$ cat src/rtl/fetch_sequencer.sv
// Instruction-fetch controller: owns the PC, waits out the one-cycle memory
// latency and hands each word to decode over a valid/ready handshake.
module fetch_sequencer #(
  parameter int unsigned MEM_BYTES = 80,
  parameter logic [31:0] RESET_PC  = 32'd0
) (
  input  logic        clk,
  input  logic        rst_n,
  input  logic        start,
  input  logic        redirect_valid,
  input  logic [31:0] redirect_pc,
  output logic [31:0] mem_dir,
  input  logic [31:0] mem_inst,
  output logic [31:0] inst,
  output logic [31:0] inst_pc,
  output logic        inst_valid,
  input  logic        inst_ready,
  output logic        busy,
  output logic        done,
  output logic        fault
);

  localparam logic [31:0] LastWord = 32'(MEM_BYTES - 4);

  typedef enum logic [2:0] {
    Idle,
    Issue,
    Resp,
    Valid,
    Done,
    Fault
  } state_e;

  state_e      state_q, state_d;
  logic [31:0] pc_q, pc_d;
  logic [31:0] inst_q, inst_d;
  logic [31:0] instPc_q, instPc_d;
  logic        instValid_q, instValid_d;

  logic        busyState;
  logic [31:0] nextPc;
  logic        redirectBad;

  assign busyState   = (state_q == Issue) || (state_q == Resp) || (state_q == Valid);
  assign nextPc      = pc_q + 32'd4;
  assign redirectBad = (redirect_pc[1:0] != 2'b00) || (redirect_pc > LastWord);

  always_ff @(posedge clk) begin
    if (!rst_n) begin
      state_q     <= Idle;
      pc_q        <= RESET_PC;
      inst_q      <= 32'd0;
      instPc_q    <= 32'd0;
      instValid_q <= 1'b0;
    end else begin
      state_q     <= state_d;
      pc_q        <= pc_d;
      inst_q      <= inst_d;
      instPc_q    <= instPc_d;
      instValid_q <= instValid_d;
    end
  end

  always_comb begin
    state_d     = state_q;
    pc_d        = pc_q;
    inst_d      = inst_q;
    instPc_d    = instPc_q;
    instValid_d = instValid_q;
    // A redirect beats everything, including a same-cycle handshake or RESP capture.
    if (busyState && redirect_valid) begin
      instValid_d = 1'b0;
      pc_d        = redirect_pc;
      state_d     = redirectBad ? Fault : Issue;
    end else begin
      case (state_q)
        Idle, Done: begin
          if (start) begin
            pc_d    = RESET_PC;
            state_d = Issue;
          end
        end
        Issue: state_d = Resp;
        Resp: begin
          inst_d      = mem_inst;
          instPc_d    = pc_q;
          instValid_d = 1'b1;
          state_d     = Valid;
        end
        Valid: begin
          if (inst_ready) begin
            instValid_d = 1'b0;
            if (nextPc > LastWord) begin
              state_d = Done;
            end else begin
              pc_d    = nextPc;
              state_d = Issue;
            end
          end
        end
        Fault: state_d = Fault;
        default: state_d = Idle;
      endcase
    end
  end

  always_comb begin
    busy  = busyState;
    done  = (state_q == Done);
    fault = (state_q == Fault);
  end

  assign mem_dir    = pc_q;
  assign inst       = inst_q;
  assign inst_pc    = instPc_q;
  assign inst_valid = instValid_q;

endmodule

$ cat config.mk
export PLATFORM = sky130hd
export DESIGN_NAME = fetch_sequencer
export DESIGN_NICKNAME = d
export VERILOG_FILES = /design/src/rtl/fetch_sequencer.sv
export SDC_FILE = /design/constraint.sdc
export NUM_CORES = 1
export LEC_CHECK = 0
export CAP_MARGIN = 15
export CORE_ASPECT_RATIO = 0.5
export CORE_MARGIN = 2
export CORE_UTILIZATION = 48
export CTS_CLUSTER_SIZE = 16
export DETAILED_ROUTE_END_ITERATION = 16
export GPL_TIMING_DRIVEN = 0
export PLACE_DENSITY = 0.94
export SLEW_MARGIN = 20
export SYNTH_ARGS = -nofsm -noshare
export SYNTH_HDL_FRONTEND = slang
export SYNTH_SLANG_ARGS = --single-unit
$ cat constraint.sdc
create_clock -name clk -period 7.08 [get_ports clk]
set_clock_uncertainty 0.05 [all_clocks]
set_input_delay 1.77 -clock clk [delete_from_list [all_inputs] [get_ports clk]]
set_output_delay 1.77 -clock clk [all_outputs]
set_load 0.01 [all_outputs]
* Yosys cells after proc, flatten, opt, wreduce, memory -nomap -nowiden
Index checks and enable logic that the tools add are counted.
Operators by class: $add $sub $neg 1, multiply operators 0, div/mod/pow operators 0, magnitude comparators 2, equality and inequality tests 9, shifts and indexed selects 0, mux-type cells 13, bitwise gates (word level) 2, reduce and logical (&&, ||, !) cells 14
Operators with widths (number):
- 2-to-1 mux 32 bit | 4
- > comparator 32 x 7 -> 1 bit (second input constant) | 2
- one-hot mux 32 bit (2 select lines) | 1
- adder 32 x 3 -> 32 bit (second input constant) | 1
- 2-to-1 mux 3 bit | 5
- one-hot mux 3 bit (5 select lines) | 1
- equality test 3 x 2 -> 1 bit (second input constant) | 2
- equality test 3 bit (second input constant) | 2
- != test 3 bit (second input constant) | 2
- AND reduction 2 bit | 3
- AND reduction 4 bit | 1
- nonzero test 2 bit | 2
- OR reduction 2 bit | 2
- equality test 3 x 1 -> 1 bit (second input constant) | 1
- logical NOT 3 bit | 1
- logical OR 1 bit | 3
- != test 3 x 2 -> 1 bit (second input constant) | 1
- nonzero test 3 bit | 1
- != test 2 bit (second input constant) | 1
- inverter 1 bit | 2
- one-hot mux 1 bit (2 select lines) | 1
- logical AND 1 bit | 1
- 2-to-1 mux 1 bit | 1
Storage, ports and cells: bits in registers 100, bits in latches 0, memory bits (writable) 0, ROM bits 0, bits of input ports 69, word-level logic and storage cells 46, memories kept 0

* Longest topological paths before layout
depth in word-level cells 6, depth in mapped cells 11, mapped depth without buffers 10

* Worst setup path before layout
OpenSTA, ideal clock, no wires.
path kind input-to-reg, start input port redirect_valid, end register pc_q[10] (netlist: mem_dir[10]), library setup time 0.060 ns, data arrival time 3.473 ns, required time 6.970 ns, slack 3.497 ns, cell stages on the path 7, buffers on the path 0, cells stage by stage nand2b_1 -> or2_2 -> o22ai_1 -> a2111oi_0 -> and4b_1 -> nor4_2 -> a22o_1
Between the ends: word-level cells in the longest chain between the ends 3
Ends and longest elaborated chain:
- start, declared | RTL line 10 | input logic redirect_valid,
- logical AND 1 bit (*) | RTL line 71 | if (busyState && redirect_valid) begin
- != test 3 bit (no source line) (tied with other cells)
- AND reduction 4 bit (no source line)
- end signal, assigned | RTL line 57 | pc_q <= pc_d;
- end, declared | RTL line 35 | logic [31:0] pc_q, pc_d;
Every way passes the cells marked *; elsewhere a longest branch is shown, timed or not. A chain may end at the register's enable or synchronous reset.

* Worst setup path in the final report
Ends and elaborated chain as after synthesis.

==> qor.csv <==
stage;metric;value;unit
run_status;status;complete, no violations;
timing;RSZ-0062 raised after global routing;no;
clock_network;total CTS buffers;9;
power_and_ir_drop;Sw Ratio;25.7;%
power_and_ir_drop;Design Power;1.32;mW
timing;# setup viols final;0;
grt;vias in the first global route;4680;
route;final wirelength;14400;um
yosys;Mapped Area;4420;um2
placement;Placer Congestion;0.926;
clock_network;H-tree levels;3;
grt;GRT Overall Usage;28.1;%
yosys;Yosys warnings;0;
setup_path;critical path, cell by cell;clkdlybuf4s50_1 > nand2b_1 > or2_2 > o22ai_1 > a2111oi_0 > and4b_1 > nor4_2 > a22o_1;
timing;Max Clk Rate;226;MHz
power_and_ir_drop;Comb pwr share;17.6;%
floorplan;io pins;169;
setup_path;FF-to-FF setup slack;3.59;ns
yosys;Post-Synthesis Cells;541;
clock_network;Bufs on Longest Clock Path;2;
grt;initial antenna violation count;0;
power_and_ir_drop;Leak;2.17;nW
power_and_ir_drop;worst vdd rail ir drop;179;uV
grt;pin count of the biggest net entering global routing;15;
setup_path;CP required;7.31;ns
yosys;Post-synth ARST share;0;%
yosys;Syn Nets;612;
cells_and_area;synthesis-to-layout area growth;48.0;%
timing;Final TNS setup;0;ns
power_and_ir_drop;Clk network pwr share;37.0;%
clock_network;clock sink count;100;
clock_network;clk_lat worst skew;0.34;ns
power_and_ir_drop;Power Internal;985;uW
clock_network;cts repair resizes;0;
clock_network;postcts setup bufs;0;
setup_path;worst endpoint data arrival time;4.65;ns
route;ANT nets after route;0;
setup_path;slowest CP cell;o22ai_1;
grt;first-pass GRT wire length;22700;um
clock_network;CTS tree;done;
power_and_ir_drop;NetSw;340;uW
route;vias per cell;5.77;
yosys;Main synth FF type;dfxtp_1;
route;Avg WL per Cell;17.1;um
setup_path;CP max FO;9;
route;DRC Markers;0;
yosys;register area share after synthesis;45.3;%
cells_and_area;final-stage net count;791;
setup_path;slowest stage delay, CP;0.60;ns
floorplan;row count;24;
placement;dpl cell area;6250;um2
cells_and_area;ratio of cells with drive above 1 in the final layout;4.43;%
cells_and_area;n_diodes;0;
yosys;number of synthesized flops with an enable pin;0;
cells_and_area;Finished Layout Cells;840;
timing;Hold WS;0.403;ns
worst_hold_path;Hold WC Path Type;reg2reg;
yosys;#FFs+latches synth;100;
floorplan;total core area;8830;um2
timing;Worst Tran Pin Value;0.896;ns
timing;min Tclk post-route;4.42;ns
job;max_cap viols;0;
setup_path;cell family with most CP delay;simple AND/OR/NAND/NOR gates;
floorplan;Die ar.;10000;um2
placement;hpwl dp;10300;um
setup_path;startpoint types;primary input;
yosys;Distinct cells, synth;55;
placement;PortBufs;167;
grt;GRT overflow;0;
placement;Placed Cells;826;
route;DR vias;4849;
route;Pre-Repair DR Iteration Count;6;
power_and_ir_drop;PwrDens;202;nW/um2
route;1st-iter DRT viols;614;
cells_and_area;design area;6540;um2
floorplan;die height;71.9;um
floorplan;Die X;140;um
setup_path;Setup CP Type;in2reg;
timing;Final Max Tran Viols;0;
timing;slew margin rel.;39.8;%
clock_network;CTS Root Cell;clkbuf_16;
clock_network;Hold-fix buffers, CTS;0;
setup_path;crit end category;flop;
timing;final hold violations;0;
yosys;Mean Syn Cell Area;8.17;um2
setup_path;Bufs and invs on worst path;1;
power_and_ir_drop;sequential cell fraction of total power;45.5;%
floorplan;Initial Util;50.1;%
clock_network;Reg clk slew, reported paths;0.06;ns
timing;fin crit share;62.4;%
[per-stage QoR]
step	setup WS [ns]	util, %
2_1_floorplan	3.50	-
3_3_place_gp	2.47	70.6
6_report	2.66	74.1
4_1_cts	2.77	74.1
3_5_place_dp	2.43	70.8
5_1_grt	2.52	74.1
[sequential cells by signal, indices dropped and copies added (netlist names)]
signal and count:
state_q 3, inst_pc 32, inst 32, inst_valid 1, mem_dir 32
[per-layer routing]
metal  global-route usage, %  vias up  share of wire (%)
met2                    48.4      292                 48
met5                       0        -                  0
met4                    11.4        0                2.4
met3                    8.22       41                 10
li1                        -     2268                  -
met1                    33.6     2248                 39
[worst register-to-register path: stages, from the launching register on]
cell and delay, ns:
dfxtp_1 0.47, ha_1 0.36, nand4_1 0.45, or4_1 0.68, a221oi_2 0.26, nand4_1 0.18
nand3b_4 0.25, o21a_4 0.28, buf_6 0.15, a32o_1 0.27
[final timing paths]
check / startpoint / to / depth (start not counted)
setup / recovery: redirect_valid / mem_dir[10]$_SDFFE_PN0P_ / 8
hold / removal: inst[10]$_SDFFE_PN0P_ / inst[10]$_SDFFE_PN0P_ / 2
setup reg to reg: mem_dir[3]$_SDFFE_PN0P_ / mem_dir[25]$_SDFFE_PN0P_ / 9
hold reg to reg: inst[10]$_SDFFE_PN0P_ / inst[10]$_SDFFE_PN0P_ / 2
[power groups by stage]
stage               Sequential, mW  Clock (mW)  Combinational (mW)
detailed placement           0.614           0               0.226
finish                       0.602       0.490               0.233
CTS                          0.601       0.496               0.229
global placement             0.613           0               0.220
global route                 0.605       0.513               0.248
floorplan                    0.617           0               0.110
[Yosys cell counts, types with 4 or more instances]
cell / n / area [um2]
o21ai_0: 6 / 30.0
clkbuf_1: 35 / 131
nor4_1: 11 / 68.8
a32o_1: 19 / 190
a22oi_1: 5 / 37.5
or3_1: 6 / 37.5
xor2_1: 4 / 35.0
nand2_1: 153 / 574
nor2_1: 17 / 63.8
mux2i_1: 5 / 50.1
xnor2_1: 8 / 70.1
nand3_1: 13 / 65.1
nand2b_1: 4 / 25.0
a22o_1: 5 / 43.8
dfxtp_1: 100 / 2000
nand4_1: 6 / 37.5
nor3_1: 11 / 55.1
inv_1: 8 / 30.0
a21oi_1: 69 / 345
[placed cells by master, fill, tap and decap left out, types with 4 or more instances in the layout]
master and n:
dfxtp_1 100, nand2_1 153, mux2i_1 5, inv_1 8, a32o_1 19, xor2_1 4
nor4_1 11, nor2_1 17, o21ai_0 6, or3_1 6, clkbuf_16 9, nand3_1 13
a22oi_1 5, a22o_1 5, clkdlybuf4s50_1 167, nand2b_1 4, clkbuf_1 36, nand4_1 6
xnor2_1 8, nor3_1 10, a21oi_1 69
[layout make-up]
type	count	area, um2
fill	627	2290
tap	117	146
multi-input combinational	394	2220
clock inverter	2	35.0
sequential	100	2000
inverter	8	30.0
timing repair buffer	168	1680
buffer	39	170
clock buffer	12	256
[cell families (layout without fill, tap and decap cells)]
| group | after synthesis | in the layout | synth area share, % |
|---|---|---|---|
| adders and majority gates | 2 | 2 | 0.566 |
| and+or+nand+nor | 242 | 242 | 25.7 |
| buffers and inverters | 47 | 229 | 4.53 |
| AOI/OAI and AO/OA | 133 | 133 | 20.4 |
| muxes | 5 | 5 | 1.13 |
| DFF | 100 | 100 | 45.3 |
| xor gates and xnor gates | 12 | 12 | 2.38 |
Note: power is estimated with default switching activity, not from simulation.
